`src/rtl/fp_pkg.sv`:
```
// Shared FP format constants, field helpers and accumulator FSM states for the
// conv/FC datapath (IEEE-like layout, hidden 1, no subnormals/Inf/NaN).
package fp_pkg;

  localparam int FP_N    = 32;
  localparam int FP_E    = 8;
  localparam int FP_M    = 23;
  localparam int FP_BIAS = (2 ** (FP_E - 1)) - 1;

  typedef enum logic [1:0] {
    IDLE  = 2'd0,
    ACCUM = 2'd1,
    DONE  = 2'd2
  } state_t;

  function automatic logic fp_sign(input logic [FP_N-1:0] w);
    return w[FP_N-1];
  endfunction

  function automatic logic [FP_E-1:0] fp_exp(input logic [FP_N-1:0] w);
    return w[FP_N-2:FP_M];
  endfunction

  function automatic logic [FP_M-1:0] fp_mant(input logic [FP_N-1:0] w);
    return w[FP_M-1:0];
  endfunction

endpackage

```
`src/rtl/fp_adder.sv`:
```
// Combinational truncating FP adder: align smaller operand, add or subtract,
// renormalise. Exponent overflow wraps, underflow flushes to +0.
module fp_adder
  import fp_pkg::*;
#(
  parameter int N = FP_N,
  parameter int E = FP_E,
  parameter int M = FP_M
) (
  input  logic [N-1:0] a,
  input  logic [N-1:0] b,
  output logic [N-1:0] sum
);

  logic          a_zero_s;
  logic          b_zero_s;
  logic          a_big_s;
  logic [N-1:0]  l_s;
  logic [N-1:0]  s_s;
  logic [E-1:0]  exp_l_s;
  logic [E-1:0]  exp_s_s;
  logic [M:0]    sig_l_s;
  logic [M:0]    sig_s_s;
  logic [M:0]    sig_sh_s;
  logic [M:0]    diff_s;
  logic [M:0]    norm_s;
  logic [M+1:0]  add_s;
  logic [31:0]   shamt_s;
  logic [31:0]   lz_s;
  logic [N-1:0]  res_s;

  // Order operands by magnitude and align the smaller one.
  always_comb begin
    a_zero_s = (a[N-2:0] == {(N-1){1'b0}});
    b_zero_s = (b[N-2:0] == {(N-1){1'b0}});
    // {exp, mant} compared as one unsigned field orders by exponent then mantissa
    a_big_s  = (a[N-2:0] >= b[N-2:0]);
    l_s      = a_big_s ? a : b;
    s_s      = a_big_s ? b : a;
    exp_l_s  = l_s[N-2:M];
    exp_s_s  = s_s[N-2:M];
    sig_l_s  = {1'b1, l_s[M-1:0]};
    sig_s_s  = {1'b1, s_s[M-1:0]};
    shamt_s  = {{(32-E){1'b0}}, exp_l_s} - {{(32-E){1'b0}}, exp_s_s};
    if (shamt_s > 32'(M + 1)) begin
      sig_sh_s = {(M+1){1'b0}};
    end else begin
      sig_sh_s = sig_s_s >> shamt_s;
    end
    add_s  = {1'b0, sig_l_s} + {1'b0, sig_sh_s};
    diff_s = sig_l_s - sig_sh_s;
  end

  // Leading-zero count of the difference; the highest set bit wins.
  always_comb begin
    lz_s = 32'(M + 1);
    for (int i = 0; i <= M; i++) begin
      if (diff_s[i]) begin
        lz_s = 32'(M - i);
      end else begin
        lz_s = lz_s;
      end
    end
    norm_s = diff_s << lz_s;
  end

  // Select the final result according to the zero / sign cases.
  always_comb begin
    res_s = {N{1'b0}};
    if (a_zero_s && b_zero_s) begin
      res_s = {N{1'b0}};
    end else if (a_zero_s) begin
      res_s = b;
    end else if (b_zero_s) begin
      res_s = a;
    end else if (a[N-1] == b[N-1]) begin
      if (add_s[M+1]) begin
        res_s = {l_s[N-1], exp_l_s + {{(E-1){1'b0}}, 1'b1}, add_s[M:1]};
      end else begin
        res_s = {l_s[N-1], exp_l_s, add_s[M-1:0]};
      end
    end else if (diff_s == {(M+1){1'b0}}) begin
      res_s = {N{1'b0}};
    end else if (lz_s >= {{(32-E){1'b0}}, exp_l_s}) begin
      res_s = {N{1'b0}};
    end else begin
      res_s = {l_s[N-1], exp_l_s - lz_s[E-1:0], norm_s[M-1:0]};
    end
  end

  assign sum = res_s;

endmodule

```
`src/rtl/fp_accumulator.sv`:
```
// Handshaked FP accumulator: sums len products onto a bias value and presents
// one result per operation.
module fp_accumulator
  import fp_pkg::*;
#(
  parameter int N     = FP_N,
  parameter int E     = FP_E,
  parameter int M     = FP_M,
  parameter int LEN_W = 8
) (
  input  logic             clk,
  input  logic             rst_n,
  input  logic             start,
  input  logic [LEN_W-1:0] len,
  input  logic [N-1:0]     bias,
  input  logic             in_valid,
  output logic             in_ready,
  input  logic [N-1:0]     in_data,
  output logic             out_valid,
  input  logic             out_ready,
  output logic [N-1:0]     out_data,
  output logic             busy
);

  state_t           state_q, state_d;
  logic [N-1:0]     acc_q, acc_d;
  logic [LEN_W-1:0] cnt_q, cnt_d;
  logic             in_ready_q, out_valid_q, busy_q;
  logic [N-1:0]     add_sum_s;

  fp_adder #(.N(N), .E(E), .M(M)) u_adder (
    .a   (acc_q),
    .b   (in_data),
    .sum (add_sum_s)
  );

  // Next-state, accumulator and term-count update.
  always_comb begin
    state_d = state_q;
    acc_d   = acc_q;
    cnt_d   = cnt_q;
    case (state_q)
      IDLE: begin
        if (start) begin
          acc_d   = bias;
          cnt_d   = len;
          state_d = (len == {LEN_W{1'b0}}) ? DONE : ACCUM;
        end else begin
          state_d = IDLE;
        end
      end
      ACCUM: begin
        if (in_valid) begin
          acc_d = add_sum_s;
          cnt_d = cnt_q - {{(LEN_W-1){1'b0}}, 1'b1};
          if (cnt_q == {{(LEN_W-1){1'b0}}, 1'b1}) begin
            state_d = DONE;
          end else begin
            state_d = ACCUM;
          end
        end else begin
          state_d = ACCUM;
        end
      end
      DONE: begin
        // start in the hand-off cycle is dropped because we only decode it in IDLE
        if (out_ready) begin
          state_d = IDLE;
        end else begin
          state_d = DONE;
        end
      end
      default: begin
        state_d = IDLE;
      end
    endcase
  end

  // State, datapath and registered handshake flags.
  always_ff @(posedge clk or negedge rst_n) begin
    if (!rst_n) begin
      state_q     <= IDLE;
      acc_q       <= {N{1'b0}};
      cnt_q       <= {LEN_W{1'b0}};
      in_ready_q  <= 1'b0;
      out_valid_q <= 1'b0;
      busy_q      <= 1'b0;
    end else begin
      state_q     <= state_d;
      acc_q       <= acc_d;
      cnt_q       <= cnt_d;
      in_ready_q  <= (state_d == ACCUM);
      out_valid_q <= (state_d == DONE);
      busy_q      <= (state_d != IDLE);
    end
  end

  assign in_ready  = in_ready_q;
  assign out_valid = out_valid_q;
  assign busy      = busy_q;
  assign out_data  = acc_q;

endmodule

```
`config.mk`:
```
export PLATFORM = sky130hd
export DESIGN_NAME = fp_accumulator
export DESIGN_NICKNAME = d
export VERILOG_FILES = /design/src/rtl/fp_pkg.sv /design/src/rtl/fp_adder.sv /design/src/rtl/fp_accumulator.sv
export SDC_FILE = /design/constraint.sdc
export NUM_CORES = 1
export LEC_CHECK = 0
export ABC_CLOCK_PERIOD_IN_PS = 30300
export CORE_MARGIN = 2
export CORE_UTILIZATION = 45
export CTS_BUF_LIST = sky130_fd_sc_hd__clkbuf_16
export DETAILED_ROUTE_END_ITERATION = 10
export PLACE_DENSITY = 0.63
export SLEW_MARGIN = 30
export SYNTH_ARGS = -nofsm -noshare
export SYNTH_HDL_FRONTEND = slang
export SYNTH_SLANG_ARGS = --single-unit
```
`constraint.sdc`:
```
create_clock -name clk -period 30.3 [get_ports clk]
set_input_delay 6.06 -clock clk [delete_from_list [all_inputs] [get_ports clk]]
set_output_delay 6.06 -clock clk [all_outputs]
set_load 0.02 [all_outputs]
```
# Word-level counts from Yosys, hierarchy flattened
# Cells that the tools add are included.
[totals]
reg_bits = 45
output_inout_bits = 35
wordCells = 82
in_bits = 77
[op_classes]
n_reduce_logical = 10
shifts = 2
n_lt_le_gt_ge = 3
n_mux = 46
n_addsub = 6
n_eq_ne = 9
[op_table]
columns = ["operator", "count"]
rows = [
  ["32-bit 2-to-1 mux", 9],
  ["5-bit 2-to-1 mux", 16],
  ["32-bit one-hot mux with 2 select lines", 1],
  ["31-bit logical NOT", 2],
  ["31-bit 2-to-1 mux", 2],
  ["32-bit by 5-bit greater-than comparator with 1-bit output (second input constant)", 1],
  ["4-bit 2-to-1 mux", 8],
  ["24-bit by 32-bit >> shifter with 24-bit output", 1],
  ["31-bit >= comparator", 1],
  ["24-bit by 24-bit adder with 25-bit output", 1],
  ["24-bit logical NOT", 1],
  ["24-bit 2-to-1 mux", 1],
  ["24-bit by 5-bit << shifter with 23-bit output", 1],
  ["24-bit subtractor", 1],
  ["8-bit 2-to-1 mux", 2],
  ["8-bit one-hot mux with 2 select lines", 1],
  ["2-bit 2-to-1 mux", 5],
  ["8-bit by 8-bit subtractor with 9-bit output", 1],
  ["8-bit by 1-bit adder with 8-bit output (second input constant)", 1],
  ["8-bit by 1-bit equality test with 1-bit output (second input constant)", 1],
  ["5-bit by 8-bit >= comparator with 1-bit output", 1],
  ["8-bit logical NOT", 1],
  ["8-bit by 1-bit subtractor with 8-bit output (second input constant)", 1],
  ["8-bit by 5-bit subtractor with 8-bit output", 1],
  ["other kinds (11)", 15],
]

# Logic depth before layout (Yosys ltp)
# Gate-level depths: netlist of run 1.
[depth]
ltp_word = 39
depth_mapped = 55
ltp_nobuf = 50

# Modules after synthesis
# Synthesis of run 1 repeated with hierarchy kept, for this count alone.
[unflattened]
hier_cells = 1553
area_unflattened_um2 = 10887.9
[modules_own_cells]
columns = ["mod", "area_per_inst_um2", "n_inst", "cells_each", "seq_area_each_um2"]
rows = [
  ["fp_adder", 8645.8, 1, 1328, 0.0],
  ["fp_accumulator", 2242.2, 1, 225, 1126.1],
]

# Worst setup path after synthesis of run 1
# OpenSTA, ideal clock, no wires.
[synth_timing]
path_kind = "in2reg"
start = "input port in_data[18]"
end = "register acc_q[14], in the netlist out_data[14]"
slack_ns = 14.016
arrival_ns = 16.202
path_stages = 51
t_required_ns = 30.218
cell_sequence = "inv_1 ha_1 and2_4 a221oi_1 o21bai_1 a211oi_2 o221ai_4 nor2_2 buf_2 buf_1 clkbuf_1 a21oi_1 ha_1 and3_1 o41a_1 o31ai_1 o211ai_2 mux2_1 [15 not listed] nor2_4 nor4_4 nor2_4 clkinv_4 ha_1 fa_1 nor2b_1 o21ai_0 nand2b_1 a21oi_1 a31o_2 nand3_1 nand2_1 nor3_1 clkbuf_1 o21ai_0 a21o_1 a31oi_1"
[synth_via]
elab_chain_cells = 39
elab_cells_between_ends = 49
[synth_lines]
columns = ["item", "line_no", "text"]
rows = [
  ["from (decl)", "fp_accumulator.sv:18", "input logic [N-1:0] in_data,"],
  ["31-bit >= comparator", "fp_adder.sv:37", "a_big_s = (a[N-2:0] >= b[N-2:0]);"],
  ["32-bit 2-to-1 mux / 31-bit 2-to-1 mux (equally long branches)", "fp_adder.sv:38, fp_adder.sv:39", ""],
  ["8-bit by 8-bit subtractor with 9-bit output", "fp_adder.sv:44", "shamt_s = {{(32-E){1'b0}}, exp_l_s} - {{(32-E){1'b0}}, exp_s_s};"],
  ["32-bit by 5-bit greater-than comparator with 1-bit output / 24-bit by 32-bit >> shifter with 24-bit output (equally long branches)", "fp_adder.sv:45, fp_adder.sv:48", ""],
  ["24-bit 2-to-1 mux", "fp_adder.sv:45", "if (shamt_s > 32'(M + 1)) begin"],
  ["24-bit subtractor", "fp_adder.sv:51", "diff_s = sig_l_s - sig_sh_s;"],
  ["4-bit 2-to-1 mux (8 in a row)", "fp_adder.sv:58", "if (diff_s[i]) begin"],
  ["5-bit 2-to-1 mux (16 in a row)", "fp_adder.sv:58", ""],
  ["5-bit by 8-bit >= comparator with 1-bit output / 24-bit by 5-bit << shifter with 23-bit output (equally long branches)", "fp_adder.sv:84, fp_adder.sv:64", ""],
  ["32-bit 2-to-1 mux", "fp_adder.sv:84", "end else if (lz_s >= {{(32-E){1'b0}}, exp_l_s}) begin"],
  ["32-bit 2-to-1 mux", "fp_adder.sv:82", "end else if (diff_s == {(M+1){1'b0}}) begin"],
  ["32-bit 2-to-1 mux", "fp_adder.sv:76", "end else if (a[N-1] == b[N-1]) begin"],
  ["32-bit 2-to-1 mux", "fp_adder.sv:74", "end else if (b_zero_s) begin"],
  ["32-bit 2-to-1 mux", "fp_adder.sv:72", "end else if (a_zero_s) begin"],
  ["32-bit 2-to-1 mux", "fp_adder.sv:70", "if (a_zero_s && b_zero_s) begin"],
  ["32-bit 2-to-1 mux", "fp_accumulator.sv:53", "if (in_valid) begin"],
  ["32-bit one-hot mux with 2 select lines", "fp_accumulator.sv:42", "case (state_q)"],
  ["to (signal assigned)", "fp_accumulator.sv:83", "acc_q <= {N{1'b0}};"],
  ["to (decl)", "fp_accumulator.sv:26", "logic [N-1:0] acc_q, acc_d;"],
]
# Several ways; a longest one is shown, not always the timed one. The select of a mux whose other input is x is not followed.
# A chain may end at the register's enable or synchronous reset.

# Worst setup path in the final report of run 1
[layout_timing]
start = "input port in_data[28]"
end = "register acc_q[15], in the netlist out_data[15]"
# The elaborated chain is that of the path after synthesis.

==> reports/results.ini, run 1 <==
[logic_synthesis]
synth-compound-area-share_pct = 34.3
yosysSeqAreaShare_pct = 10.3
synth_edf_count = 0
synth_cell_types = 99
synth_area_um2 = 11000
synth_adder_area_share_pct = 10.3
syn-instance-count = 1574
synth_top_family_by_area = compound AO/OA/AOI/OAI gates
syn-mean-instance-area_um2 = 6.98
yosysWarnings = 0
synthTopCellsByArea = dfrtp_1, ha_1, a21oi_1
syn_nets = 1740
synth_mux_area_share_pct = 9.05
ys.flop_type = dfrtp_1
synthArstFlopShare_pct = 100
synthSimpleGateAreaFrac_pct = 24.3
synth_xor_area_share_pct = 4.77
yosys.area.top_type = dfrtp_1
ys_seq_elements = 45
yosysTopAreaCellShare_pct = 10.3

[critical_path]
cp_slowest_cell = inv_1
worstPathArrival_ps = 17820
r2r_cells = 41
rr_startpoint = out_data[12]
required_ps = 30490
path_max_fanout = 22
crit_top_cell = ha_1
timing.critical_path.buf_inv = 6
critPathLaunch = in_data[28]
r2r_end = out_data[15]
cp_slowest_stage_delay_ps = 760
crit_path_start_kind = input pin
critPathKind = in2reg
cp-end-kind = flip-flop
rrSetupSlack_ps = 18570
cpLargestDelayFamily = compound AO/OA/AOI/OAI gates

[placement]
io_buffers = 111
place_ws_ps = 12610
dp.final_hpwl_mm = 40.8
gp_congestion = 0.989

[finish]
nNetsFinal = 1794
final_common_cell = a21oi_1
final_util_pct = 51.8
area.sequential_um2 = 1130
area_growth_pct = 13.7
layout-drive-gt1-share_pct = 6.81
antenna_cells = 0
fill_cells = 2498
multiInputGateArea_um2 = 9130
mostFrequentLayoutCells = a21oi_1, nor2_1, nand2_1, o21ai_0, clkdlybuf4s50_1

[sta]
setup_tns_ps = 0
finalClockSkew_ps = 14.1
maxSlewHeadroom_pct = 35.8
tightest_slew_ps = 961
hold_violations = 0
drv_slew = 0
setup_slack_ps = 12670
rsz0062_at_grt = no
max_freq_mhz = 56.7
post-route-period-util_pct = 58.2
setup_violations = 0
fin_crit_ps = 17630

[clocking]
cts.clk_slew.worst_paths_ps = 80
max-clock-path-buffers = 2
holdBufCountCts = 0
clk_latency_ps = 310
root_buffer = clkbuf_16
clock-sinks = 45
cts_made_buffers = 5
post-cts-setup-buffers = 0
post_cts_resized = 0
htree_levels = 2
tritoncts = built

[floorplanning]
ios = 112
start_util_pct = 45.6
core_um2 = 24100
dieHeight_um = 160
dieArea_um2 = 25700
rows = 57
die_w_um = 160

[routing]
drt_iter0_markers = 1674
first_pass_iters = 6
avgViaCountPerCell = 6.70
drcViolationCount = 0
final_antenna_net_count = 0
vias = 13100
wl_per_cell_um = 26.4
wirelength_mm = 51.6

[global_routing]
grt_pass1_vias = 12200
antenna_found_initial = 0
grt_usage_pct = 38.9
grt_overflow_total = 0
grt_pass1_wl_mm = 76.7
grt_max_degree = 58

[min_path]
holdPathStages = 2
hold_end = cnt_q[6]
hold_start = cnt_q[6]
hp-class = reg2reg

[outcome]
outcome = finished clean

[job]
max-cap-violations = 0

==> flip-flops by register name, indices dropped and copies added, names as in the netlist <==
| register | flops |
|---|---|
| out_data | 32 |
| cnt_q | 8 |
| state_q | 2 |
| busy | 1 |
| in_ready | 1 |
| out_valid | 1 |
==> worst max path at each step <==
stage	endpoint	slack (ps)	cells past startpoint
6_report	out_data[15]	12670	43
4_1_cts	out_data[15]	12870	45
2_1_floorplan	out_data[14]	14020	51
3_3_place_gp	out_data[24]	12680	43
5_1_grt	out_data[15]	11790	45
3_5_place_dp	out_data[15]	12610	45
==> worst register-to-register path, delay by kind of cell, from the launching register on <==
kind,cells,cell delay [ps]
buffers and inverters,4,1320
flip-flops,1,570
XOR/XNOR,1,80
AO/OA/AOI/OAI,19,5220
adder cells (fa/ha/maj),5,1650
AND/OR/NAND/NOR,12,2760
==> synthesized netlist by cell type (12+ instances only) <==
master	instances
ha_1	86
o221ai_1	15
inv_1	98
and2_1	21
nand3_1	49
nor3_1	34
nand2_1	130
nor2b_1	22
a22oi_1	12
a221oi_1	13
and3_1	28
o211ai_1	17
xnor2_1	38
dfrtp_1	45
xor2_1	20
a211oi_1	36
clkbuf_1	55
nor2_1	144
o22ai_1	17
a21o_1	20
nor4_1	30
buf_2	21
mux2i_1	79
nand2b_1	18
a21oi_1	166
mux2_2	13
a31oi_1	14
o21ai_0	113
o21bai_1	13
==> metrics by stage <==
stage | hold slack (ps) | cell area [um^2] | instances
floorplan | 449 | 11000 | 1574
global placement | 474 | 12300 | 1945
detailed placement | 484 | 12300 | 1945
CTS | 504 | 12500 | 1953
global route | 529 | 12500 | 1953
finish | 509 | 12500 | 1953
==> kinds of logic (layout without fill, tap and decap cells) <==
| family | Yosys count | count (layout) |
|---|---|---|
| AO/OA/AOI/OAI | 561 | 561 |
| XOR/XNOR | 59 | 59 |
| adder cells (fa/ha/maj) | 89 | 89 |
| buffers and inverters | 191 | 246 |
| flip-flops | 45 | 45 |
| multiplexers | 95 | 95 |
| AND/OR/NAND/NOR | 534 | 534 |
==> metal layers <==
metal,GRT usage (%),part of all wire [%],wire [um],vias up
met5,0,0,0,-
met4,15.4,4.6,2380,0
met3,6.88,9.3,4810,132
met2,60.1,43,22300,748
met1,53.7,43,22200,6221
li1,-,-,-,5989
==> cell type report <==
| class | count | area share, % |
|---|---|---|
| inverter | 102 | 3.11 |
| clock buffer | 5 | 1.00 |
| tap | 324 | 3.25 |
| sequential | 45 | 9.02 |
| multi-input combinational | 1338 | 73.1 |
| clock inverter | 3 | 0.170 |
| timing repair buffer | 136 | 10.4 |
Power of run 1 is left out: the tool's default activity adds up to more than one toggle a clock period on the data nets, which glitch-free logic cannot reach.
==> run 2, diff against run 1 <==
ABC_CLOCK_PERIOD_IN_PS = 16800   (was 30300)
clock period = 16.8 ns   (was 30.3 ns; I/O delays follow)
==> reports/results.ini, run 2 (synthesized netlist as in run 1, its figures left out) <==
[outcome]
outcome = finished clean

[routing]
vias = 13200  ; +0.79%
wl_per_cell_um = 26.6  ; +0.57%
first_pass_iters = 6  ; unchanged
drcViolationCount = 0  ; unchanged
wirelength_mm = 51.9  ; +0.52%
avgViaCountPerCell = 6.76  ; +0.84%
final_antenna_net_count = 0  ; unchanged
drt_iter0_markers = 1645  ; -1.7%

[finish]
mostFrequentLayoutCells = a21oi_1, nor2_1, nand2_1, o21ai_0, clkdlybuf4s50_1
antenna_cells = 0  ; unchanged
layout-drive-gt1-share_pct = 6.88  ; +0.066 points
stdcell_area_um2 = 12500  ; +0.41%
largest_reg_flops = 32  ; unchanged
final_common_cell = a21oi_1
final_util_pct = 52.0  ; +0.21 points
area_growth_pct = 14.2
nNetsFinal = 1793  ; -0.056%

[sta]
max_freq_mhz = 65.4
fin_crit_ps = 15300
setup_tns_ps = 0  ; unchanged
setup_violations = 0  ; unchanged
tightest_slew_ps = 994  ; +32.8 ps
post-route-period-util_pct = 91.1
finalClockSkew_ps = 15.6  ; +1.55 ps
drv_slew = 0  ; unchanged
hold_violations = 0  ; unchanged
rsz0062_at_grt = no
maxSlewHeadroom_pct = 33.3  ; -2.6 points

[clocking]
root_buffer = clkbuf_16
tritoncts = built
cts.clk_slew.worst_paths_ps = 70  ; about the same
holdBufCountCts = 0  ; unchanged
clock-sinks = 45  ; unchanged
post-cts-setup-buffers = 0  ; unchanged
max-clock-path-buffers = 2  ; unchanged
cts_made_buffers = 5  ; unchanged
post_cts_resized = 0  ; unchanged
htree_levels = 2  ; unchanged
clk_latency_ps = 310  ; about the same

[global_routing]
grt_pass1_wl_mm = 77.9  ; +1.5%
grt_overflow_total = 0  ; unchanged
grt_usage_pct = 39.3  ; +0.40 points
grt_pass1_vias = 12300  ; +0.61%
grt_max_degree = 59  ; +1.7%
antenna_found_initial = 0  ; unchanged

[critical_path]
cp_slowest_stage_delay_ps = 760  ; about the same
crit_path_start_kind = input pin
cp-end-kind = flip-flop
path_max_fanout = 58  ; +160%
cp_slowest_cell = a2111oi_0
required_ps = 17020  ; -13470 ps
worstPathArrival_ps = 15520  ; -2300 ps
critPathKind = in2reg
rrSetupSlack_ps = 4790  ; -13780 ps

[placement]
io_buffers = 111  ; unchanged
placed_cell_area_um2 = 12300  ; about the same
gp_congestion = 1.03  ; +4.0%
dp.final_hpwl_mm = 40.7  ; -0.25%

[floorplanning]
dieArea_um2 = 25700  ; unchanged
dieHeight_um = 160  ; unchanged
core_um2 = 24100  ; unchanged
start_util_pct = 45.6  ; unchanged
die_w_um = 160  ; unchanged
ios = 112  ; unchanged
rows = 57  ; unchanged

[min_path]
hp-class = reg2reg

[job]
max-cap-violations = 0  ; unchanged

## run 2: final cells by class
class | count | area (um^2)
Multi-Input combinational cell | 1338 | 9140
Timing Repair Buffer | 135 | 1290
Clock buffer | 5 | 125
Tap cell | 324 | 405
Fill cell | 2471 | 11600
Clock inverter | 3 | 65.1
Inverter | 102 | 388
Sequential cell | 45 | 1130
## run 2: final timing paths
check / cells past startpoint / endpoint / start
max reg2reg: 40 / out_data[26] / out_data[16]
min reg2reg: 2 / cnt_q[7] / cnt_q[7]
min in group asynchronous: 2 / out_data[26] / rst_n
min: 2 / cnt_q[7] / cnt_q[7]
max in group asynchronous: 2 / out_data[16] / rst_n
max: 42 / out_data[26] / in_data[16]
## run 2: stage by stage
| stage | setup WS [ps] | hold slack, ps | std cells |
|---|---|---|---|
| 4_1_cts | 1900 | 509 | 1952 |
| 3_3_place_gp | 1470 | 478 | 1944 |
| 6_report | 1500 | 510 | 1952 |
| 5_1_grt | 974 | 559 | 1952 |
| 2_1_floorplan | 3220 | 449 | 1574 |
| 3_5_place_dp | 1630 | 491 | 1944 |
## run 2: per-layer routing
layer	GRT usage [%]	share of wire (%)	vias up	wire length, um
li1	-	-	5984	-
met1	55.4	42	6215	21800
met2	60.0	43	851	22300
met3	5.14	10	143	5420
met4	17.0	4.7	0	2450
met5	0	0	-	0
## run 2: critical path: cells and delay by family
kind            cells  cell delay [ps]
xor+xnor            1              500
mux                 1              390
fa+ha+maj           5             1480
simple gates       10             2200
buf+inv             4             1500
compound gates     21             6040
Power of run 2 is left out for the same reason.
==> run 3, diff against run 2 <==
SLEW_MARGIN = default   (was 30)
==> reports/results.ini, run 3 (synthesized netlist as in run 1, its figures left out) <==
[finish]
multiInputGateArea_um2 = 9130  ; -0.19%
layout-drive-gt1-share_pct = 6.63  ; -0.25 points
area_growth_pct = 13.6
nNetsFinal = 1793  ; unchanged
final_common_cell = a21oi_1
largest_reg_flops = 32  ; unchanged
antenna_cells = 0  ; unchanged
stdcell_area_um2 = 12500  ; -0.52%
finalNonFillerCells = 1952  ; unchanged
area.sequential_um2 = 1130  ; unchanged
fill_cells = 2475  ; +0.16%
mostFrequentLayoutCells = a21oi_1, nor2_1, nand2_1, o21ai_0, clkdlybuf4s50_1

[routing]
final_antenna_net_count = 0  ; unchanged
vias = 13200  ; +0.41%
wirelength_mm = 51.6  ; -0.53%
avgViaCountPerCell = 6.79  ; +0.41%
wl_per_cell_um = 26.4  ; -0.53%
first_pass_iters = 6  ; unchanged
drt_iter0_markers = 1699  ; +3.3%
drcViolationCount = 0  ; unchanged

[floorplanning]
core_um2 = 24100  ; unchanged
ios = 112  ; unchanged
start_util_pct = 45.6  ; unchanged
dieHeight_um = 160  ; unchanged
die_w_um = 160  ; unchanged
rows = 57  ; unchanged
dieArea_um2 = 25700  ; unchanged

[placement]
dp.final_hpwl_mm = 40.6  ; -0.25%
place_inst = 1944  ; unchanged
io_buffers = 111  ; unchanged
gp_congestion = 1.03  ; unchanged
placed_cell_area_um2 = 12300  ; about the same

[sta]
drv_slew = 0  ; unchanged
rsz0062_at_grt = no
hold_ws_ps = 499  ; -11.1 ps
fin_crit_ps = 15220  ; -74.9 ps
post-route-period-util_pct = 90.6  ; -0.45 points
hold_violations = 0  ; unchanged
maxSlewHeadroom_pct = 26.1  ; -7.2 points
finalClockSkew_ps = 12.2  ; -3.45 ps
setup_violations = 0  ; unchanged
max_freq_mhz = 65.7  ; +0.49%
setup_tns_ps = 0  ; unchanged
tightest_slew_ps = 1110  ; +112 ps

[clocking]
clk_latency_ps = 300  ; about the same
post_cts_resized = 0  ; unchanged
max-clock-path-buffers = 2  ; unchanged
cts.clk_slew.worst_paths_ps = 70  ; about the same
clock-sinks = 45  ; unchanged
htree_levels = 2  ; unchanged
post-cts-setup-buffers = 0  ; unchanged
tritoncts = built
cts_made_buffers = 5  ; unchanged
root_buffer = clkbuf_16
holdBufCountCts = 0  ; unchanged

[critical_path]
crit_path_start_kind = input pin
cp_slowest_cell = xor2_1
path_max_fanout = 58  ; unchanged
cp-end-kind = flip-flop
worstPathArrival_ps = 15390  ; -130 ps
cp_slowest_stage_delay_ps = 850  ; +90 ps
required_ps = 16970  ; -50 ps
critPathKind = in2reg

[min_path]
hp-class = reg2reg

[global_routing]
grt_pass1_vias = 12200  ; -0.92%
grt_max_degree = 59  ; unchanged
grt_overflow_total = 0  ; unchanged
antenna_found_initial = 0  ; unchanged
grt_usage_pct = 39.1  ; -0.21 points
grt_pass1_wl_mm = 77.7  ; -0.23%

[job]
max-cap-violations = 0  ; unchanged

[outcome]
outcome = finished clean

-- run 3: changes by cell type in the layout (fill, tap and decap cells not counted), sizes merged --
cell / previous run / this run
bufinv: 2 / 0
clkinv: 2 / 4
-- run 3: cell type report --
cell class	instances	area share, %
multi-input cells	1338	73.2
clock buffers	5	1.00
inverters	102	3.11
repair buffers	135	10.3
clock inverters	3	0.140
flip-flops and latches	45	9.03
well taps	324	3.25
-- run 3: final timing paths --
| kind | slack [ps] | from | endpoint | cells past startpoint |
|---|---|---|---|---|
| max | 1580 | in_data[16] | out_data[15] | 43 |
| max in group asynchronous | 13150 | rst_n | cnt_q[0] | 2 |
| min | 500 | cnt_q[6] | cnt_q[6] | 2 |
| min reg2reg | 500 | cnt_q[6] | cnt_q[6] | 2 |
| max reg2reg | 4890 | out_data[16] | out_data[15] | 41 |
| min in group asynchronous | 3150 | rst_n | out_data[28] | 2 |
-- run 3: worst max-delay path: cells and delay by family --
kind            cells  cell delay [ps]
compound gates     20             4840
fa+ha+maj           5             1450
mux                 1              380
simple gates       10             2010
buf+inv             5             1660
xor+xnor            2             1610
-- run 3: stage by stage --
step | util, % | setup WS, ps
6_report | 51.7 | 1580
5_1_grt | 51.7 | 839
4_1_cts | 51.7 | 1770
3_5_place_dp | 51.2 | 1510
3_3_place_gp | 51.2 | 1470
2_1_floorplan | - | 3220
-- run 3: metal layers --
layer	vias up	global-route usage (%)	share of wire, %
met5	-	0	0
met4	0	15.8	4.6
met3	127	5.35	9.4
met2	825	60.1	43
met1	6321	55.0	43
li1	5974	-	-
Power of run 3 is left out for the same reason.
